===== src/rtl/memory_island_copy_engine.sv =====
// Multi-channel block copy/fill engine for the memory island wide ports.
// Round-robin descriptor intake, credit-limited reads, small registered FIFO.
//
// state | meaning
// IDLE  | waiting for a descriptor, arbiter drives desc_ready_o
// RUN   | moving beats (COPY: read->FIFO->write, FILL: pattern->write)
// DONE  | one-cycle completion, pulses done_o / err_o
module memory_island_copy_engine #(
  parameter int AddrWidth      = 32,
  parameter int DataWidth      = 256,
  parameter int NumChannels    = 2,
  parameter int MaxOutstanding = 4,
  parameter int LenWidth       = 24
) (
  input  logic                                  clk_i,
  input  logic                                  rst_i,
  input  logic [NumChannels-1:0]                desc_valid_i,
  output logic [NumChannels-1:0]                desc_ready_o,
  input  logic [NumChannels-1:0][AddrWidth-1:0] desc_src_i,
  input  logic [NumChannels-1:0][AddrWidth-1:0] desc_dst_i,
  input  logic [NumChannels-1:0][LenWidth-1:0]  desc_len_i,
  input  logic [NumChannels-1:0]                desc_fill_i,
  input  logic [NumChannels-1:0][31:0]          desc_pattern_i,
  output logic [NumChannels-1:0]                done_o,
  output logic [NumChannels-1:0]                err_o,
  output logic                                  busy_o,
  output logic                                  rd_req_o,
  input  logic                                  rd_gnt_i,
  output logic [AddrWidth-1:0]                  rd_addr_o,
  input  logic                                  rd_rvalid_i,
  input  logic [DataWidth-1:0]                  rd_rdata_i,
  output logic                                  wr_req_o,
  input  logic                                  wr_gnt_i,
  output logic [AddrWidth-1:0]                  wr_addr_o,
  output logic [DataWidth-1:0]                  wr_wdata_o,
  output logic [DataWidth/8-1:0]                wr_strb_o
);

  localparam int StrbWidth = DataWidth / 8;
  localparam int CntW      = $clog2(MaxOutstanding + 1);
  localparam int ChW       = (NumChannels > 1) ? $clog2(NumChannels) : 1;
  localparam int FifoAw    = $clog2(MaxOutstanding);
  localparam int Reps      = DataWidth / 32;

  localparam logic [1:0] ST_IDLE = 2'd0;
  localparam logic [1:0] ST_RUN  = 2'd1;
  localparam logic [1:0] ST_DONE = 2'd2;

  localparam logic [AddrWidth-1:0] BeatMask = ~AddrWidth'(StrbWidth - 1);

  logic [1:0]           state;
  logic [ChW-1:0]       rr_ptr;
  logic [ChW-1:0]       grant_idx;
  logic                 grant_any;
  logic [ChW-1:0]       chan;
  logic                 fill_mode;
  logic                 err_flag;
  logic [31:0]          pattern;
  logic [AddrWidth-1:0] src_addr;
  logic [AddrWidth-1:0] dst_addr;
  logic [LenWidth-1:0]  reads_left;
  logic [LenWidth-1:0]  writes_left;
  logic [CntW-1:0]      inflight;
  logic [CntW-1:0]      fifo_count;
  logic [FifoAw-1:0]    fifo_wr_ptr;
  logic [FifoAw-1:0]    fifo_rd_ptr;
  logic [DataWidth-1:0] fifo_mem [MaxOutstanding];

  logic accept;
  logic rd_fire;
  logic wr_fire;
  logic push;
  logic pop;
  logic credit_ok;

  // Two passes: channels at/after the pointer first, then the ones before it.
  always_comb begin
    grant_any = 1'b0;
    grant_idx = '0;
    for (int j = 0; j < NumChannels; j++) begin
      if (!grant_any && desc_valid_i[j] && (ChW'(j) >= rr_ptr)) begin
        grant_any = 1'b1;
        grant_idx = ChW'(j);
      end
    end
    for (int j = 0; j < NumChannels; j++) begin
      if (!grant_any && desc_valid_i[j] && (ChW'(j) < rr_ptr)) begin
        grant_any = 1'b1;
        grant_idx = ChW'(j);
      end
    end
  end

  always_comb begin
    desc_ready_o = '0;
    if (state == ST_IDLE && grant_any) desc_ready_o[grant_idx] = 1'b1;
  end

  always_comb begin
    done_o = '0;
    err_o  = '0;
    if (state == ST_DONE) begin
      done_o[chan] = 1'b1;
      err_o[chan]  = err_flag;
    end
  end

  assign accept    = (state == ST_IDLE) && grant_any;
  assign credit_ok = ({1'b0, inflight} + {1'b0, fifo_count}) < (CntW + 1)'(MaxOutstanding);

  assign rd_req_o  = (state == ST_RUN) && !fill_mode && (reads_left != '0) && credit_ok;
  assign wr_req_o  = (state == ST_RUN) && (fill_mode ? (writes_left != '0) : (fifo_count != '0));
  assign rd_fire   = rd_req_o && rd_gnt_i;
  assign wr_fire   = wr_req_o && wr_gnt_i;
  // Responses for reads issued before a reset find inflight at zero and are dropped.
  assign push      = rd_rvalid_i && (inflight != '0);
  assign pop       = wr_fire && !fill_mode;

  assign busy_o     = (state != ST_IDLE);
  assign rd_addr_o  = src_addr;
  assign wr_addr_o  = dst_addr;
  assign wr_strb_o  = {StrbWidth{state == ST_RUN}};
  assign wr_wdata_o = (state != ST_RUN) ? '0 :
                      fill_mode ? {Reps{pattern}} : fifo_mem[fifo_rd_ptr];

  function automatic logic [FifoAw-1:0] ptr_next(input logic [FifoAw-1:0] p);
    return (p == FifoAw'(MaxOutstanding - 1)) ? '0 : p + FifoAw'(1);
  endfunction

  always_ff @(posedge clk_i or posedge rst_i) begin
    if (rst_i) begin
      state       <= ST_IDLE;
      rr_ptr      <= '0;
      chan        <= '0;
      fill_mode   <= 1'b0;
      err_flag    <= 1'b0;
      pattern     <= '0;
      src_addr    <= '0;
      dst_addr    <= '0;
      reads_left  <= '0;
      writes_left <= '0;
      inflight    <= '0;
      fifo_count  <= '0;
      fifo_wr_ptr <= '0;
      fifo_rd_ptr <= '0;
    end else begin
      case (state)
        ST_IDLE: begin
          if (accept) begin
            chan        <= grant_idx;
            rr_ptr      <= (grant_idx == ChW'(NumChannels - 1)) ? '0 : grant_idx + ChW'(1);
            fill_mode   <= desc_fill_i[grant_idx];
            pattern     <= desc_pattern_i[grant_idx];
            src_addr    <= desc_src_i[grant_idx] & BeatMask;
            dst_addr    <= desc_dst_i[grant_idx] & BeatMask;
            reads_left  <= desc_fill_i[grant_idx] ? '0 : desc_len_i[grant_idx];
            writes_left <= desc_len_i[grant_idx];
            err_flag    <= (desc_len_i[grant_idx] == '0);
            state       <= (desc_len_i[grant_idx] == '0) ? ST_DONE : ST_RUN;
          end
        end
        ST_RUN: begin
          if (wr_fire && writes_left == LenWidth'(1)) state <= ST_DONE;
        end
        ST_DONE: state <= ST_IDLE;
        default: state <= ST_IDLE;
      endcase

      if (rd_fire) begin
        src_addr   <= src_addr + AddrWidth'(StrbWidth);
        reads_left <= reads_left - LenWidth'(1);
      end
      if (wr_fire) begin
        dst_addr    <= dst_addr + AddrWidth'(StrbWidth);
        writes_left <= writes_left - LenWidth'(1);
      end

      case ({rd_fire, push})
        2'b10:   inflight <= inflight + CntW'(1);
        2'b01:   inflight <= inflight - CntW'(1);
        default: inflight <= inflight;
      endcase

      case ({push, pop})
        2'b10:   fifo_count <= fifo_count + CntW'(1);
        2'b01:   fifo_count <= fifo_count - CntW'(1);
        default: fifo_count <= fifo_count;
      endcase

      if (push) fifo_wr_ptr <= ptr_next(fifo_wr_ptr);
      if (pop)  fifo_rd_ptr <= ptr_next(fifo_rd_ptr);
    end
  end

  always_ff @(posedge clk_i) begin
    if (push) fifo_mem[fifo_wr_ptr] <= rd_rdata_i;
  end

endmodule


===== config.mk =====
export PLATFORM = sky130hd
export DESIGN_NAME = memory_island_copy_engine
export DESIGN_NICKNAME = d
export VERILOG_FILES = /design/src/rtl/memory_island_copy_engine.sv
export SDC_FILE = /design/constraint.sdc
export NUM_CORES = 1
export LEC_CHECK = 0
export BUFFER_PORTS_ARGS = -buffer_cell sky130_fd_sc_hd__buf_2
export CAP_MARGIN = 30
export CORE_MARGIN = 4
export CORE_UTILIZATION = 40
export CTS_CLUSTER_SIZE = 25
export DETAILED_ROUTE_END_ITERATION = 8
export HOLD_SLACK_MARGIN = 0.08
export SETUP_SLACK_MARGIN = 0.4
export SLEW_MARGIN = 0
export SYNTH_ARGS = -nofsm -noshare
export SYNTH_HDL_FRONTEND = slang
export SYNTH_SLANG_ARGS = --single-unit

===== constraint.sdc =====
create_clock -name clk_i -period 17.13 [get_ports clk_i]
set_input_delay 3.426 -clock clk_i [delete_from_list [all_inputs] [get_ports clk_i]]
set_output_delay 3.426 -clock clk_i [all_outputs]
set_load 0.01 [all_outputs]

==> results.md <==
- Outcome: complete, no violations
- Post-place instance area: 55600 sq um
- Io pins: 866
- Worst EP required: 13700 ps
- Antenna Nets Post-Route: 0
- DP Worst Slack: 8510 ps
- Gr ovfl total: 0
- Reg2reg setup slack: 12740 ps
- Initial antenna violation count: 71
- Tcrit/Tclk final: 50.1%
- Most common cell in the synthesized netlist: edfxtp_1
- Yosys reg bits: 1174
- Clk buf depth: 3
- Commonest cells post-synth: edfxtp_1 (1024), a21oi_1 (301), nand2b_1 (262)
- Startpoint types: input pin
- Slowest-stage cell, CP: or2_4
- Core Rows: 129
- Setup TNS: 0 ps
- Drt pass-1 iters: 5
- R2R depth: 5
- Unique cell type count in the Yosys netlist: 81
- Core ar.: 124000 sq um
- Pwr dens: 166 nW/um^2
- CP top delay family: simple AND/OR/NAND/NOR gates
- GRT Util Overall: 23.2%
- Total routed wirelength: 156 mm
- Max Freq: 116 MHz
- CTS tree: built
- Crit path kind: in -> out
- Synth top area share: 61.6%
- Synth Flop Type: edfxtp_1
- Critical Path Fanout Max: 50
- Final setup margin: 8540 ps
- Switch share: 33.6%
- Power share of the clock group: 26.0%
- First-pass GRT wire length: 221 mm
- Max_cap viols: 0
- Cell count after synthesis: 3069
- WL/cell: 27.7 um
- TritonCTS Buffers: 121
- Syn_area_per_cell: 16.3 sq um
- Non-filler cells, final: 5632
- Critical R2R Launch: inflight[0]$_DFFE_PP0P_
- Vias per cell: 5.63
- Number of synthesized flops with an enable pin: 1024
- DRT iter0 DRCs: 2657
- Largest stage delay on the critical path: 650 ps
- DPL Wire Length: 105 mm
- Starting Density: 40.3%
- Sequential share of power: 40.9%
- Fillers: 10700
- Hold Path End: pattern[23]$_DFFE_PP0P_
- RSZ-0062 raised after global routing: no
- Synthesis-to-finish area growth: 19.6%
- Switching Power: 3.33 mW
- Largest net degree at the start of global routing: 186
- H-tree depth: 3
- Number of global-route vias before repair: 31500
- Logic gate share of total power: 33.1%
- Die height: 361 um
- HP Start: pattern[23]$_DFFE_PP0P_
- Ys async rst share: 12.8%
- Vias: 31700
- Synth Cell Area: 49900 sq um
- Hold Path Depth: 2
- Reg clk slew, reported paths: 60 ps
- Width of the die: 361 um
- Final Cell Area: 59700 sq um
- IO Port Bufs: 835
- Buf/Inv on CP: 2
- P_int: 6.59 mW
- Sequential fraction of the synthesis area: 69.2%
- Leak pwr: 21.4 nW
- Layout cells sized above 1: 34.3%
- Worst-skew pair later-pin latency: 750 ps
- Clk_skew: 43.9 ps
- Worst VDD drop: 0.115 mV
- Crit. End Element: primary output
- Minimum clock period: 8590 ps
- Area contributors post-synth: edfxtp_1 (62%), mux4_2 (12%), dfrtp_1 (7.5%), nand2b_1 (3.3%), a21oi_1 (3.0%)
- CTS sink cnt: 1174
- Worst reg2reg endpoint: fifo_mem[1][196]$_DFFE_PP_
- Post-Place Cells: 5362
- DR DRC count: 0
- Fin. max-slew vios: 0
- Relative slew slack: 28.2%
- Worst-path cell chain: buf_2 > nor2_1 > or2_4 > nor2_1 > buf_2
- # resized after CTS: 0
- Worst Max-Slew Pin Slew: 1080 ps
- Die ar.: 130000 sq um
- Final hold vios: 0
- Post-CTS Setup Bufs: 0
- Nets: 4373
- Hold buffer count at CTS: 0
- Worst min path class: reg -> reg
- Setup Viol. Count Final: 0
- GPL Wtd Cong: 0.857
- Hold_ws: 482 ps
- Root Buffer: clkbuf_16
- WP data arrival: 5160 ps
- Warnings from Yosys: 0
- Synth area leader: edfxtp_1
## worst reg2reg max path, delay by kind of cell (launching register included)
| kind | cells | cell delay (ps) |
|---|---|---|
| buffers and inverters | 3 | 2460 |
| AOI/OAI and AO/OA | 1 | 370 |
| and+or+nand+nor | 1 | 730 |
| DFF | 1 | 410 |
## cell usage in the layout (no fill, tap or decap), types with 27 or more instances in the layout
| cell | netlist | layout |
|---|---|---|
| clkbuf_16 | 0 | 122 |
| nand3_1 | 54 | 54 |
| buf_4 | 41 | 37 |
| mux2i_1 | 39 | 39 |
| edfxtp_1 | 1024 | 1024 |
| o21ai_0 | 67 | 67 |
| buf_2 | 43 | 835 |
| a22oi_1 | 34 | 34 |
| diode_2 | 0 | 35 |
| a21oi_1 | 301 | 301 |
| mux4_2 | 256 | 256 |
| nor3_1 | 28 | 28 |
| nand2_1 | 172 | 172 |
| clkbuf_1 | 129 | 37 |
| dfrtp_1 | 150 | 147 |
| inv_1 | 33 | 32 |
| nand2b_1 | 262 | 260 |
| nor2_1 | 46 | 45 |
| clkinv_1 | 0 | 27 |
## cell families (layout without fill, tap and decap cells)
kind of cell | Yosys count | count (layout) | share of synthesized area [%]
fa+ha+maj | 16 | 16 | 0.431
mux | 313 | 313 | 12.8
flops | 1174 | 1174 | 69.2
simple gates | 719 | 719 | 7.95
other cells | 1 | 45 | 0.00752
xor+xnor | 7 | 7 | 0.123
buf+inv | 266 | 1148 | 2.43
compound gates | 573 | 573 | 7.15
## cell type report
type | instances | area, sq um | share of cell area (%)
inverter | 34 | 133 | 0.222
tap | 1637 | 2050 | 3.43
multi-input combinational | 1638 | 14300 | 24.0
antenna | 35 | 87.6 | 0.147
sequential | 1174 | 34500 | 57.8
timing repair buffer | 883 | 4700 | 7.87
clock inverter | 65 | 609 | 1.02
clock buffer | 166 | 3290 | 5.51
## flip-flops by register name, summed over array words and instances (netlist names)
name / flops
rd_addr_o: 27
inflight: 3
err_flag: 1
reads_left: 24
writes_left: 24
state: 2
fifo_count: 3
fifo_wr_ptr: 2
fifo_mem: 1024
wr_addr_o: 27
chan: 1
fill_mode: 1
fifo_rd_ptr: 2
pattern: 32
rr_ptr: 1
## metal layers
metal  share of wire [%]  vias to the layer above  GRT usage (%)
met5                0.17                        -              0
met4                 3.6                       44           8.51
met3                 8.9                      274           6.82
met2                  50                     1283           39.1
met1                  38                    16300           28.6
li1                    -                    13800              -
## how the worst max path moves through the flow
stage / from / to / slack (ps) / cells after the start
after detailed placement: desc_valid_i[1] / desc_ready_o[1] / 8510 / 5
after CTS: desc_valid_i[1] / desc_ready_o[1] / 8500 / 5
after global routing: desc_valid_i[1] / desc_ready_o[1] / 8390 / 5
final: desc_valid_i[1] / desc_ready_o[1] / 8540 / 5
after floorplan: rd_rvalid_i / fifo_mem[0][0]$_DFFE_PP_ / 6960 / 2
after global placement: desc_valid_i[1] / desc_ready_o[1] / 8520 / 5
## power by group through the flow
stage | combinational [mW] | clock, mW | sequential (mW)
after floorplan | 2.07 | 0 | 4.14
after global placement | 3.31 | 0 | 4.09
after detailed placement | 3.32 | 0 | 4.12
after CTS | 3.34 | 2.64 | 4.06
after global routing | 3.54 | 2.76 | 4.12
final | 3.28 | 2.58 | 4.06
## metrics by stage
step                      total power [mW]  util, %
after floorplan                       6.21        -
after global placement                7.40     44.9
after detailed placement              7.44     44.9
after CTS                             10.0     48.1
after global routing                  10.4     48.2
final                                 9.92     48.2
(Power assumes the default switching activity.)
